--- config.mk ---
export PLATFORM = sky130hd
export DESIGN_NAME = vga_timing_gen
export DESIGN_NICKNAME = d
export VERILOG_FILES = /design/src/rtl/vga_timing_gen.sv
export SDC_FILE = /design/constraint.sdc
export NUM_CORES = 1
export LEC_CHECK = 0
export ABC_AREA = 1
export BUFFER_PORTS_ARGS = -buffer_cell sky130_fd_sc_hd__buf_2
export CAP_MARGIN = 30
export CORE_MARGIN = 4
export CORE_UTILIZATION = 55
export DETAILED_ROUTE_END_ITERATION = 6
export PLACE_DENSITY_LB_ADDON = 0.08
export SYNTH_ARGS = -nofsm -noshare
export SYNTH_HDL_FRONTEND = slang
export SYNTH_SLANG_ARGS = --single-unit
export TNS_END_PERCENT = 30
--- constraint.sdc ---
create_clock -name vga_clk -period 1.8 [get_ports vga_clk]
set_input_delay 0 -clock vga_clk [delete_from_list [all_inputs] [get_ports vga_clk]]
set_output_delay 0 -clock vga_clk [all_outputs]
set_load 0.05 [all_outputs]
--- src/rtl/vga_timing_gen.sv ---
// VGA raster timing generator: pixel/line counters, active-low syncs, visible flag and
// line/frame strobes. Every output is registered and describes the counter value it sits beside.
module vga_timing_gen #(
  parameter int H_VISIBLE = 640,
  parameter int H_FRONT   = 16,
  parameter int H_SYNC    = 96,
  parameter int H_BACK    = 48,
  parameter int V_VISIBLE = 480,
  parameter int V_FRONT   = 10,
  parameter int V_SYNC    = 2,
  parameter int V_BACK    = 33
) (
  input  logic       vga_clk,
  input  logic       reset_n,
  input  logic       pix_en,
  output logic [9:0] DrawX,
  output logic [9:0] DrawY,
  output logic       hs,
  output logic       vs,
  output logic       blank,
  output logic       line_start,
  output logic       frame_start
);

  localparam int H_TOTAL = H_VISIBLE + H_FRONT + H_SYNC + H_BACK;
  localparam int V_TOTAL = V_VISIBLE + V_FRONT + V_SYNC + V_BACK;

  if (H_TOTAL > 1024 || V_TOTAL > 1024) begin : g_bad_totals
    $error("vga_timing_gen: H_TOTAL and V_TOTAL must not exceed 1024");
  end

  localparam logic [9:0]  H_LAST  = 10'(H_TOTAL - 1);
  localparam logic [9:0]  V_LAST  = 10'(V_TOTAL - 1);
  // Decode bounds are 11 bits so a sync that ends exactly at a total of 1024 still compares correctly.
  localparam logic [10:0] H_VIS   = 11'(H_VISIBLE);
  localparam logic [10:0] V_VIS   = 11'(V_VISIBLE);
  localparam logic [10:0] HS_BEG  = 11'(H_VISIBLE + H_FRONT);
  localparam logic [10:0] HS_END  = 11'(H_VISIBLE + H_FRONT + H_SYNC);
  localparam logic [10:0] VS_BEG  = 11'(V_VISIBLE + V_FRONT);
  localparam logic [10:0] VS_END  = 11'(V_VISIBLE + V_FRONT + V_SYNC);

  logic [9:0] r_draw_x;
  logic [9:0] r_draw_y;
  logic       r_hs;
  logic       r_vs;
  logic       r_blank;
  logic       r_line_start;
  logic       r_frame_start;

  logic [9:0] w_x_next;
  logic [9:0] w_y_next;
  logic       w_hs_next;
  logic       w_vs_next;
  logic       w_blank_next;
  logic       w_x_zero;
  logic       w_y_zero;

  // Position after the next pixel tick; the sync/blank decodes look at this, not the current count.
  always_comb begin
    // NOTE: every signal gets a default first so no path through the block can infer a latch.
    w_x_next = r_draw_x + 10'd1;
    w_y_next = r_draw_y;
    if (r_draw_x == H_LAST) begin
      w_x_next = '0;
      w_y_next = (r_draw_y == V_LAST) ? '0 : r_draw_y + 10'd1;
    end
  end

  assign w_hs_next    = !(({1'b0, w_x_next} >= HS_BEG) && ({1'b0, w_x_next} < HS_END));
  assign w_vs_next    = !(({1'b0, w_y_next} >= VS_BEG) && ({1'b0, w_y_next} < VS_END));
  assign w_blank_next = ({1'b0, w_x_next} < H_VIS) && ({1'b0, w_y_next} < V_VIS);
  assign w_x_zero     = (w_x_next == '0);
  assign w_y_zero     = (w_y_next == '0);

  // Reset parks on the last pixel of a frame so the first tick lands on (0,0) with both strobes.
  always_ff @(posedge vga_clk) begin
    // NOTE: non-blocking assignments keep every register sampling pre-edge values, as flops do.
    if (!reset_n) begin
      r_draw_x      <= H_LAST;
      r_draw_y      <= V_LAST;
      r_hs          <= 1'b1;
      r_vs          <= 1'b1;
      r_blank       <= 1'b0;
      r_line_start  <= 1'b0;
      r_frame_start <= 1'b0;
    end else begin
      r_line_start  <= 1'b0;
      r_frame_start <= 1'b0;
      if (pix_en) begin
        r_draw_x      <= w_x_next;
        r_draw_y      <= w_y_next;
        r_hs          <= w_hs_next;
        r_vs          <= w_vs_next;
        r_blank       <= w_blank_next;
        r_line_start  <= w_x_zero;
        r_frame_start <= w_x_zero && w_y_zero;
      end
    end
  end

  assign DrawX       = r_draw_x;
  assign DrawY       = r_draw_y;
  assign hs          = r_hs;
  assign vs          = r_vs;
  assign blank       = r_blank;
  assign line_start  = r_line_start;
  assign frame_start = r_frame_start;

endmodule

==> qor.yml <==
logic_synthesis:
  ys_seq_area_share_pct: 29.4
  syn_nets: 266
  yosysTopAreaCellShare_pct: 29.4
  synth_common_cells: "nand2_1, inv_1, nor2_1, dfxtp_1, a21oi_1"
  ys_ff_latch: 25
  synth.area.top_cells: "dfxtp_1, nand2_1, inv_1"
  async_flop_share_pct: 0
  synth_most_common_cell: "nand2_1"
  syn-instance-count: 260
  yosys.cell_types.count: 31
  yosysWarnings: 0
  synth_edf_count: 0
  syn_avg_cell_area_um2: 6.54
  yosysTopAreaCell: "dfxtp_1"
  ys_dominant_reg_cell: "dfxtp_1"
  netlist_area_mm2: 0.00170
sta:
  min_period_over_period_pct: 93.7
  finalCriticalPeriod_ns: 1.69
  drv_slew: 0
  finClkSkew_ns: 0.0101
  max_slew.worst_pin.slew_ns: 0.865
  fmax_ghz: 0.593
  tns_ns: 0
  setup_slack_ns: 0.114
  setup_viol: 0
  max_slew_margin_pct: 42.3
  timing.hold.ws_ns: 0.0328
  hold_viol_final: 0
setup_path:
  cp.required_ns: 2.05
  critPathMostFrequentCell: "nor2_8"
  cp.arrival_ns: 1.93
  cpMaxStageDelayCell: "dfxtp_4"
  crit_fanout: 6
  path_buf_inv: 2
  critPathCaptureType: "flip-flop"
  crit_chain: "ha_4 > nand2_4 > nor2_8 > inv_4 > nor2_8 > buf_12 > nand4_1 > nand2_1 > nor2_2 > nand3_1 > a21oi_2"
  slowest_delay_ns: 0.39
  path_delay_family: "simple AND/OR/NAND/NOR gates"
  path_class: "reg2reg"
  start_kind: "flip-flop"
global_routing:
  antenna_found_initial: 0
  grt_max_degree: 32
  first_global_vias: 1587
  grt_pass1_wl_um: 7320
  overflow: 0
  grtUsageTotal_pct: 22.3
hold_path:
  hp-class: "in2reg"
route:
  ant_nets: 0
  vias: 1812
  via_per_inst: 5.44
  first_pass_iters: 5
  route.detailed.drc: 0
  post_drt_wl_per_cell_um: 14.0
  wl_um: 4660
  drt_iter0_drc: 150
cells_and_area:
  antenna_cells: 0
  fill_cells: 242
  fin_util_pct: 73.7
  nNetsFinal: 309
  post_route_cells_drive_above_1_share_pct: 31.1
  area_growth_pct: 23.6
place:
  place_congestion: 0.921
  port_buffers: 27
  place_ws_ns: -0.00470
  hpwl_um: 3110
power_and_ir_drop:
  vdd_drop_max_uv: 627
  p_leak_nw: 1.05
  power.share.clock_pct: 17.4
  power_mw: 1.57
  comb_power_share_pct: 41.0
  p_sw_mw: 0.680
  powerDensity_mw_per_mm2: 749
  swShare_pct: 43.2
  p_seq_share_pct: 41.6
  internal_power_mw: 0.895
cts:
  clk_path_buf_depth: 2
  htree_levels: 1
  clkTransAtPathRegs_ns: 0.15
  cts-root-buf: "clkbuf_4"
  cts.sinks: 25
  cts_buffers: 3
  cts_tree: "yes"
  clk_latency_ns: 0.34
die:
  die_x_um: 63.6
  io_pins: 28
  rows: 19
  die_h_um: 63.6
  start_util_pct: 59.6
  core_area_mm2: 0.00285
  die-area_mm2: 0.00404
run_status:
  status: "completed"
job:
  maxCapViolations: 0
## area by class of cell
cell class / instances / area (um2) / area share (%)
Multi-Input combinational cell: 189 / 1060 / 50.5
Sequential cell: 25 / 524 / 24.9
Timing Repair Buffer: 46 / 305 / 14.5
Inverter: 38 / 145 / 6.90
Tap cell: 31 / 38.8 / 1.85
Clock buffer: 4 / 26.3 / 1.25
## state kept, by name (all words and copies together), names as in the netlist
register and cells:
hs 1, vs 1, DrawX 10, frame_start 1, blank 1, DrawY 10, line_start 1
## timing repair
| item | 4_1_cts | 5_1_grt |
|---|---|---|
| resized for setup | 0 | 21 |
| buffers inserted | 2 | 8 |
| hold buffers | 1 | 0 |
| pin swaps | 1 | 11 |
| setup endpoints to repair | 1 | 8 |
| endpoints found under the hold margin | 6 | 0 |
## cell families (layout without fill, tap and decap cells)
group | after synthesis | in the layout | synth area share, %
flops | 25 | 25 | 29.4
simple gates | 136 | 136 | 40.1
buf+inv | 46 | 88 | 11.8
fa+ha+maj | 3 | 3 | 2.21
compound gates | 48 | 48 | 15.4
xor+xnor | 2 | 2 | 1.03
## path summary, 6_finish.rpt
path,startpoint,to,slack (ns),cells past startpoint
min reg2reg,hs,hs,0.49,2
min,pix_en,vs,0.03,3
max,DrawX[0],blank,0.11,11
max reg2reg,DrawX[0],blank,0.11,11
## metal layers
layer | wire (um) | up-vias | GRT usage [%]
met5 | 0 | - | 0
met4 | 70 | 0 | 7.01
met3 | 333 | 7 | 3.20
met2 | 2160 | 67 | 36.1
met1 | 2100 | 808 | 30.3
li1 | - | 930 | -
## cells in the final DEF, fill, tap and decap left out, drive strengths merged
cell	synthesis	final
a21o	1	1
a21oi	22	22
buf	4	45
clkbuf	4	4
clkinv	1	1
dfxtp	25	25
dlygate4sd3	0	1
ha	3	3
inv	37	37
nand2	65	65
nand3	26	26
nand4	9	9
nor2	32	32
nor3	3	3
o211ai	2	2
o21ai	19	19
o21bai	2	2
o31ai	2	2
or2	1	1
xor2	2	2
## power by group through the flow
stage | Clock, mW | Sequential [mW] | Combinational, mW
after floorplan | 0 | 0.791 | 0.313
after global placement | 0 | 0.661 | 0.564
after detailed placement | 0 | 0.663 | 0.568
after CTS | 0.278 | 0.650 | 0.585
after global routing | 0.302 | 0.665 | 0.700
final | 0.275 | 0.655 | 0.645
## through the flow
stage | instances | cell area, um2
2_1_floorplan | 260 | 1720
3_3_place_gp | 318 | 1910
3_5_place_dp | 318 | 1910
4_1_cts | 325 | 1970
5_1_grt | 333 | 2100
6_report | 333 | 2100
## tightest hold or removal path, delay by kind of cell
family        cells  cell delay (ns)
simple gates      2             0.14
buf+inv           1             0.20
No activity file was read; power rests on OpenSTA's default activity.
